<file path="config.mk">
export PLATFORM = sky130hd
export DESIGN_NAME = serial_sub
export DESIGN_NICKNAME = d
export VERILOG_FILES = /design/src/rtl/serial_sub.sv
export SDC_FILE = /design/constraint.sdc
export NUM_CORES = 1
export LEC_CHECK = 0
export BUFFER_PORTS_ARGS = -buffer_cell sky130_fd_sc_hd__clkbuf_2
export CELL_PAD_IN_SITES_DETAIL_PLACEMENT = 0
export CELL_PAD_IN_SITES_GLOBAL_PLACEMENT = 1
export CORE_MARGIN = 4
export CORE_UTILIZATION = 32
export CTS_CLUSTER_DIAMETER = 30
export DETAILED_ROUTE_END_ITERATION = 8
export GPL_TIMING_DRIVEN = 0
export PLACE_DENSITY = 0.67
export SKIP_CTS_REPAIR_TIMING = 1
export SLEW_MARGIN = 10
export SYNTH_ARGS = -nofsm -noshare
export SYNTH_HDL_FRONTEND = slang
export SYNTH_SLANG_ARGS = --single-unit
</file>
<file path="constraint.sdc">
create_clock -name clk -period 2.8 [get_ports clk]
set_clock_uncertainty 0.1 [all_clocks]
set_input_delay 0.14 -clock clk [delete_from_list [all_inputs] [get_ports clk]]
set_output_delay 0.14 -clock clk [all_outputs]
set_load 0.005 [all_outputs]
</file>
<file path="src/rtl/serial_sub.sv">
// serial_sub: bit-serial subtractor D = A - B - BIN using one full-subtractor cell and a registered borrow.
// Latency: start accepted at edge 0, done pulses in cycle WIDTH+1 (WIDTH/2+1 with SERIAL_SUB_RADIX4_EN).
// Backpressure: none; start is only sampled in IDLE, and a start during RUN/DONE is dropped rather than queued.
//
// Ports:
//   clk, rstn          clock (rising edge), asynchronous active-low reset
//   start, a, b, bin   request plus operands, captured when start is accepted in IDLE
//   busy               high while bits are being processed (RUN)
//   done               one-cycle pulse; d and flags valid from this cycle until the next accepted start
//   d, bout, ovf, zero difference mod 2^WIDTH, final borrow, signed overflow, d == 0
//
// Build option: define SERIAL_SUB_RADIX4_EN to process two bits per cycle (WIDTH must be even).
module serial_sub #(
  parameter int WIDTH = 16
) (
  input  logic             clk,
  input  logic             rstn,
  input  logic             start,
  input  logic [WIDTH-1:0] a,
  input  logic [WIDTH-1:0] b,
  input  logic             bin,
  output logic             busy,
  output logic             done,
  output logic [WIDTH-1:0] d,
  output logic             bout,
  output logic             ovf,
  output logic             zero
);

  localparam int CW = $clog2(WIDTH) + 1;

`ifdef SERIAL_SUB_RADIX4_EN
  localparam int STEP = 2;
`else
  localparam int STEP = 1;
`endif

  // Terminal count: the last RUN cycle is the one that handles the top bit(s).
  localparam logic [CW-1:0] LAST_CNT = CW'(WIDTH / STEP - 1);

  if (WIDTH < 2) begin : gWidthMin
    $error("serial_sub: WIDTH must be >= 2");
  end

  if ((WIDTH % STEP) != 0) begin : gWidthEven
    $error("serial_sub: WIDTH must be even for the two-bit-per-cycle build");
  end

  typedef enum logic [1:0] {
    IDLE = 2'd0,
    RUN  = 2'd1,
    DONE = 2'd2
  } state_t;

  state_t state, stateNext;

  logic [WIDTH-1:0] aSh, bSh;
  logic             brw;
  logic [CW-1:0]    cnt;
  logic             aMsb, bMsb;

  logic [1:0]       cell0;
  logic [WIDTH-1:0] dShift;
  logic             brwNext;
  logic             lastStep;

  // Full-subtractor cell, returns {borrowOut, diff}.
  function automatic logic [1:0] fullSub(input logic x, input logic y, input logic bi);
    logic diffBit;
    logic borrowOut;
    diffBit   = x ^ y ^ bi;
    borrowOut = (~x & y) | (~(x ^ y) & bi);
    return {borrowOut, diffBit};
  endfunction

`ifdef SERIAL_SUB_RADIX4_EN
  logic [1:0] cell1;

  // Two cascaded cells: bit 0 feeds its borrow into bit 1 within the same cycle.
  always_comb begin
    cell0   = fullSub(aSh[0], bSh[0], brw);
    cell1   = fullSub(aSh[1], bSh[1], cell0[1]);
    brwNext = cell1[1];
    // Results enter from the MSB side so after the last step bit 0 sits at d[0].
    dShift            = d >> 2;
    dShift[WIDTH-1]   = cell1[0];
    dShift[WIDTH-2]   = cell0[0];
  end
`else
  always_comb begin
    cell0           = fullSub(aSh[0], bSh[0], brw);
    brwNext         = cell0[1];
    dShift          = d >> 1;
    dShift[WIDTH-1] = cell0[0];
  end
`endif

  assign lastStep = (cnt == LAST_CNT);

  always_ff @(posedge clk or negedge rstn) begin
    if (!rstn) begin
      state <= IDLE;
    end else begin
      state <= stateNext;
    end
  end

  always_comb begin
    stateNext = state;
    busy      = 1'b0;
    done      = 1'b0;
    unique case (state)
      IDLE: begin
        if (start) begin
          stateNext = RUN;
        end
      end
      RUN: begin
        busy = 1'b1;
        if (lastStep) begin
          stateNext = DONE;
        end
      end
      DONE: begin
        done      = 1'b1;
        stateNext = IDLE;
      end
      default: begin
        stateNext = IDLE;
      end
    endcase
  end

  // Datapath. Flags are written on the final RUN edge so they are valid
  // together with the done pulse and then held until the next op finishes.
  always_ff @(posedge clk or negedge rstn) begin
    if (!rstn) begin
      aSh  <= '0;
      bSh  <= '0;
      brw  <= 1'b0;
      cnt  <= '0;
      aMsb <= 1'b0;
      bMsb <= 1'b0;
      d    <= '0;
      bout <= 1'b0;
      ovf  <= 1'b0;
      zero <= 1'b0;
    end else begin
      case (state)
        IDLE: begin
          if (start) begin
            aSh  <= a;
            bSh  <= b;
            brw  <= bin;
            cnt  <= '0;
            // Shift registers lose the MSBs, keep them for the overflow flag.
            aMsb <= a[WIDTH-1];
            bMsb <= b[WIDTH-1];
          end
        end
        RUN: begin
          aSh <= aSh >> STEP;
          bSh <= bSh >> STEP;
          brw <= brwNext;
          d   <= dShift;
          cnt <= cnt + CW'(1);
          if (lastStep) begin
            bout <= brwNext;
            zero <= (dShift == '0);
            ovf  <= (aMsb != bMsb) & (dShift[WIDTH-1] != aMsb);
          end
        end
        default: begin
        end
      endcase
    end
  end

endmodule

</file>
==> impl_metrics.env, run 1 <==
export IMPL_port_buffers=56
export IMPL_start_util=0.328
export IMPL_routedWlPerCell_um=14.5
export IMPL_synth_distinct_cells=29
export IMPL_worstSetupPathType="reg2out"
export IMPL_die_area_um2=9920
export IMPL_finalCriticalPeriod_ns=1.73
export IMPL_wl_mm=6.75
export IMPL_maxSlewViolCount=0
export IMPL_grt_max_degree=46
export IMPL_postRouteAntennaNets=0
export IMPL_syn_nets=315
export IMPL_dp_cells=438
export IMPL_nNetsFinal=395
export IMPL_max_slew_worst_pin_slew_ns=0.455
export IMPL_route_detailed_drc=0
export IMPL_grt_overflow=0
export IMPL_clk_path_buf_depth=2
export IMPL_syn_inst=276
export IMPL_drive_gt1_frac=0.253
export IMPL_ios=57
export IMPL_critPathCapture="busy"
export IMPL_maxCapViolCount=0
export IMPL_seq_area_um2=1530
export IMPL_setup_viol=0
export IMPL_synth_seq_cells=61
export IMPL_final_core_util=0.423
export IMPL_tns_ns=0
export IMPL_cts_root_buf="clkbuf_8"
export IMPL_crit_fanout=10
export IMPL_avgViaCountPerCell=4.88
export IMPL_ir_drop_v=0.000497
export IMPL_netlist_area_um2=2680
export IMPL_finalPower_mw=3.50
export IMPL_power_leakage_nw=1.68
export IMPL_antenna_cells=0
export IMPL_post_dp_cell_area_um2=3130
export IMPL_holdCritPathClass="in2reg"
export IMPL_drt_initial_drc_count=81
export IMPL_std_cell_rows=33
export IMPL_max_freq_mhz=579
export IMPL_instances_no_fill=465
export IMPL_grtUsageTotal=0.147
export IMPL_crit_slowest_cell="dfrtp_1"
export IMPL_end_kind="output port"
export IMPL_rsz0062_at_grt="false"
export IMPL_area_growth_pct=28.9
export IMPL_worstSetupStartpoint="state[1]"
export IMPL_place_ws_ns=1.17
export IMPL_numCtsBuffers=9
export IMPL_ff2ff_setup_slack_ns=1.17
export IMPL_fin_ws_ns=1.07
export IMPL_cts_tree="yes"
export IMPL_vias=2271
export IMPL_finalCritPeriodShare=0.617
export IMPL_die_y_um=99.6
export IMPL_syn_area_per_cell_um2=9.72
export IMPL_yosysSeqAreaShare=0.569
export IMPL_ys_warn_count=0
export IMPL_num_fill_cells=835
export IMPL_finalHoldViolCount=9
export IMPL_p_per_area_nw_per_um2=1010
export IMPL_clkSinkCount=61
export IMPL_crit_required_ns=2.56
export IMPL_clkLatencyLatePin_ns=0.34
export IMPL_h_tree_depth=3
export IMPL_violations="negative hold slack"
export IMPL_multiInputGateArea_um2=1030
export IMPL_crit_path_frequent_cell="buf_2"
export IMPL_cp_arrival_ns=1.49
export IMPL_final_common_cell="nand2_1"
export IMPL_dpl_hpwl_mm=4.72
export IMPL_reg2reg_from="bSh[0]"
export IMPL_final_cell_area_um2=3460
export IMPL_gp_congestion=0.740
export IMPL_dr_pass1_iters=4
export IMPL_status="finished with violations"
export IMPL_die_w_um=99.6
export IMPL_holdWs_ns=-0.0192
export IMPL_timing_slew_headroom=0.697
export IMPL_cp_start_kind="register"
export IMPL_reg2regPathDepth=5
export IMPL_grt_pass1_vias=2276
export IMPL_final_cell_mix="nand2_1, dfrtp_1, clkbuf_2, a22oi_1, o21ai_1"
export IMPL_grt_pass1_wl_mm=11.5
export IMPL_clkTransAtPathRegs_ns=0.07
export IMPL_core_area_um2=8180
export IMPL_cp_slowest_stage_delay_ns=0.40
export IMPL_crit_chain="nand2b_1 -> buf_2 -> inv_2 -> buf_2 -> clkbuf_2"
export IMPL_reg2reg_to="zero"
export IMPL_antenna_found_initial=0
## registers in the layout, indices dropped and copies added, names as in the netlist
| register | flops |
|---|---|
| aMsb | 1 |
| aSh | 16 |
| bMsb | 1 |
| bSh | 16 |
| bout | 1 |
| brw | 1 |
| cnt | 5 |
| d | 16 |
| ovf | 1 |
| state | 2 |
| zero | 1 |
## worst max-delay path, delay by kind of cell (launching register included)
kind	cells	cell delay, ns
buffers and inverters	4	0.61
DFF	1	0.40
and+or+nand+nor	1	0.14
## where the power goes
part / leakage, nW / internal (mW) / switching [mW]
clock: 0.105 / 0.520 / 0.350
combinational: 0.791 / 0.522 / 0.595
sequential: 0.783 / 1.24 / 0.271
total: 1.68 / 2.28 / 1.22
## final cells by class
class                           instances  area share
Sequential cell                        61       0.441
Multi-Input combinational cell        191       0.299
Timing Repair Buffer                   69       0.124
Clock buffer                           11      0.0409
Tap cell                              105      0.0380
Buffer                                 18      0.0293
Clock inverter                          4      0.0210
Inverter                                6     0.00651
## cells in the mapped netlist, drive strengths merged
cell	count	area, um^2
nand4	1	6.26
and3	1	6.26
a22oi	29	218
a22o	4	35.0
o21bai	1	11.3
nor2b	6	37.5
o21ai	37	185
a2bb2oi	1	8.76
nand3b	1	7.51
and2b	2	15.0
inv	6	22.5
mux2	3	33.8
nor4	4	25.0
nand3	1	5.00
buf	15	90.1
nand2	82	308
fa	1	20.0
ha	2	25.0
nand2b	2	12.5
and3b	2	17.5
clkbuf	3	11.3
dfrtp	61	1530
mux2i	1	10.0
a21oi	7	35.0
nor2	3	11.3
## cell families after synthesis
kind of cell | Yosys count | synth area share
AO/OA/AOI/OAI | 79 | 0.184
adder cells (fa/ha/maj) | 3 | 0.0168
buffers and inverters | 24 | 0.0462
flip-flops | 61 | 0.569
multiplexers | 4 | 0.0163
AND/OR/NAND/NOR | 105 | 0.168
## worst min-delay path by stage
stage	start	end	slack, ns	depth (start not counted)
2_1_floorplan	rstn	aMsb	-0.26	0
3_3_place_gp	b[15]	bSh[15]	0.28	2
3_5_place_dp	rstn	d[1]	-0.03	1
4_1_cts	rstn	d[1]	-0.40	1
5_1_grt	b[11]	bSh[11]	0.001	3
6_report	b[5]	bSh[5]	-0.02	3
## metal layers
layer / global-route usage / part of all wire / vias to the layer above
met3: 0.0533 / 0.054 / 6
li1: - / - / 1110
met4: 0.0347 / 0.0089 / 0
met2: 0.221 / 0.47 / 61
met1: 0.202 / 0.47 / 1094
met5: 0 / 0 / -
No activity file was read; power rests on OpenSTA's default activity.
==> run 2: changes to the inputs <==
- ABC_AREA: unset -> 1
- PLACE_DENSITY: 0.67 -> 0.68
- clock period: 2.8 -> 1.81 ns (I/O delays scaled with it)
==> impl_metrics.env, run 2 <==
export IMPL_crit_required_ns=1.99
export IMPL_dp_cells=468
export IMPL_p_sw_mw=1.96
export IMPL_h_tree_depth=3
export IMPL_yosysMostFrequentCell="nand2_1"
export IMPL_avgViaCountPerCell=4.45
export IMPL_core_area_um2=8180
export IMPL_synth_seq_cells=61
export IMPL_syn_inst=306
export IMPL_grt_pass1_vias=2216
export IMPL_grtUsageTotal=0.138
export IMPL_max_freq_mhz=637
export IMPL_postRouteAntennaNets=0
export IMPL_drive_gt1_frac=0.228
export IMPL_finalCriticalPeriod_ns=1.57
export IMPL_finalCritPeriodShare=0.868
export IMPL_power_leakage_nw=1.85
export IMPL_status="completed"
export IMPL_rsz0062_at_grt="false"
export IMPL_area_growth_pct=36.5
export IMPL_synth_distinct_cells=23
export IMPL_synthFlopType="dfrtp_1"
export IMPL_crit_fanout=3
export IMPL_vias=2307
export IMPL_pwr_share_clk=0.222
export IMPL_die_y_um=99.2
export IMPL_ios=57
export IMPL_dr_pass1_iters=4
export IMPL_ys_warn_count=0
export IMPL_share_comb_of_total_power=0.350
export IMPL_num_fill_cells=855
export IMPL_grt_max_degree=47
export IMPL_grt_overflow=0
export IMPL_ir_drop_v=0.000567
export IMPL_clkSinkCount=61
export IMPL_antenna_found_initial=0
export IMPL_maxSlewViolCount=0
export IMPL_antenna_cells=0
export IMPL_cp_start_kind="register"
export IMPL_synthTopCellsByArea="dfrtp_1, nand2_1, nand3_1"
export IMPL_async_reset_ff_frac=1.00
export IMPL_yosys_top_cells_count="nand2_1, dfrtp_1, nand3_1, o21ai_0"
export IMPL_numCtsBuffers=9
export IMPL_reg_top3="aSh x16, bSh x16, d x16"
export IMPL_p_per_area_nw_per_um2=1480
export IMPL_syn_nets=345
export IMPL_std_cell_rows=33
export IMPL_worstSetupPathType="reg2reg"
export IMPL_finalHoldViolCount=0
export IMPL_synth_top_cell_area_share=0.573
export IMPL_max_slew_worst_pin_slew_ns=0.296
export IMPL_end_kind="register"
export IMPL_cp_arrival_ns=1.75
export IMPL_wl_mm=6.47
export IMPL_drt_initial_drc_count=83
export IMPL_final_cell_mix="nand2_1, dfrtp_1, clkbuf_2, dlygate4sd3_1, nand3_1"
export IMPL_instances_no_fill=518
export IMPL_tns_ns=0
export IMPL_dpl_hpwl_mm=4.46
export IMPL_syn_area_per_cell_um2=8.71
export IMPL_die_area_um2=9850
export IMPL_nNetsFinal=447
export IMPL_cts_tree="yes"
export IMPL_clk_path_buf_depth=2
export IMPL_p_seq_frac=0.428
export IMPL_port_buffers=56
export IMPL_synth_edf_count=0
export IMPL_cts_root_buf="clkbuf_8"
export IMPL_routedWlPerCell_um=12.5
export IMPL_start_util=0.326
export IMPL_clkLatencyLatePin_ns=0.34
export IMPL_grt_pass1_wl_mm=10.7
export IMPL_timing_slew_headroom=0.802
export IMPL_route_detailed_drc=0
export IMPL_yosysSeqAreaShare=0.573
export IMPL_clkTransAtPathRegs_ns=0.07
export IMPL_holdCritPathClass="in2reg"
export IMPL_gp_congestion=0.765
export IMPL_synth_top_area_cell="dfrtp_1"
export IMPL_final_common_cell="nand2_1"
export IMPL_netlist_area_um2=2660
export IMPL_die_w_um=99.2
export IMPL_p_int_mw=3.42
export IMPL_switching_share=0.364
export IMPL_maxCapViolCount=0
export IMPL_setup_viol=0
[run 2: changes by cell type in the layout (fill, tap and decap cells not counted), moves of 9 or more]
cell,change
a22oi_1,-29
buf_2,-10
dlygate4sd3_1,+22
inv_1,+9
nand2_1,+49
nand3_1,+31
nor2_1,+11
o21ai_1,-17
[run 2: final timing paths]
kind,start,to,slack (ns),cells after the start
setup reg to reg,aSh[0],ovf,0.24,5
hold / removal,start,cnt[0],0.06,4
setup / recovery,aSh[0],ovf,0.24,5
hold reg to reg,aSh[9],aSh[9],0.38,2
max in group asynchronous,rstn,state[0],1.01,3
min in group asynchronous,rstn,d[9],0.09,2
[run 2: cells by family after synthesis]
logic type / synth area share
AOI/OAI and AO/OA: 0.0521
adders and majority gates: 0.0169
buffers and inverters: 0.0719
DFF: 0.573
and+or+nand+nor: 0.286
[run 2: worst max-delay path: stages (launching register included)]
cell and delay (ns):
dfrtp_1 0.42, fa_1 0.61, inv_1 0.07, nor3_1 0.16, o21ai_0 0.09, nand2_1 0.06
[run 2: area by class of cell]
cell class / instances / area [um^2] / share of cell area
buffer: 13 / 119 / 0.0327
clock inverter: 5 / 50.0 / 0.0138
inverter: 18 / 72.6 / 0.0200
sequential: 61 / 1530 / 0.420
multi-input combinational: 214 / 946 / 0.260
tap: 105 / 131 / 0.0361
timing repair buffer: 91 / 651 / 0.179
clock buffer: 11 / 141 / 0.0389
[run 2: power groups by stage]
stage	sequential, mW	clock, mW	combinational (mW)
6_report	2.30	1.19	1.88
5_1_grt	2.39	1.29	2.19
4_1_cts	2.31	1.24	1.88
3_5_place_dp	2.33	0	1.87
3_3_place_gp	2.32	0	1.83
2_1_floorplan	2.27	0	1.23
[run 2: layer usage]
layer	vias up	global-route usage	wire, um
met5	-	0	0
met4	0	0.0410	85
met3	8	0.0526	407
met2	62	0.206	3010
met1	1070	0.188	2970
li1	1167	-	-
[run 2: metrics by stage]
step	util	hold WS, ns	total power [mW]	setup slack (ns)	area [um^2]
final	0.445	0.0618	5.38	0.239	3640
after global routing	0.445	0.0595	5.88	0.147	3640
after CTS	0.403	-0.462	5.43	0.226	3300
after detailed placement	0.380	-0.0905	4.20	0.247	3110
after global placement	0.376	0.214	4.15	0.148	3080
after floorplan	-	-0.305	3.50	0.379	2660
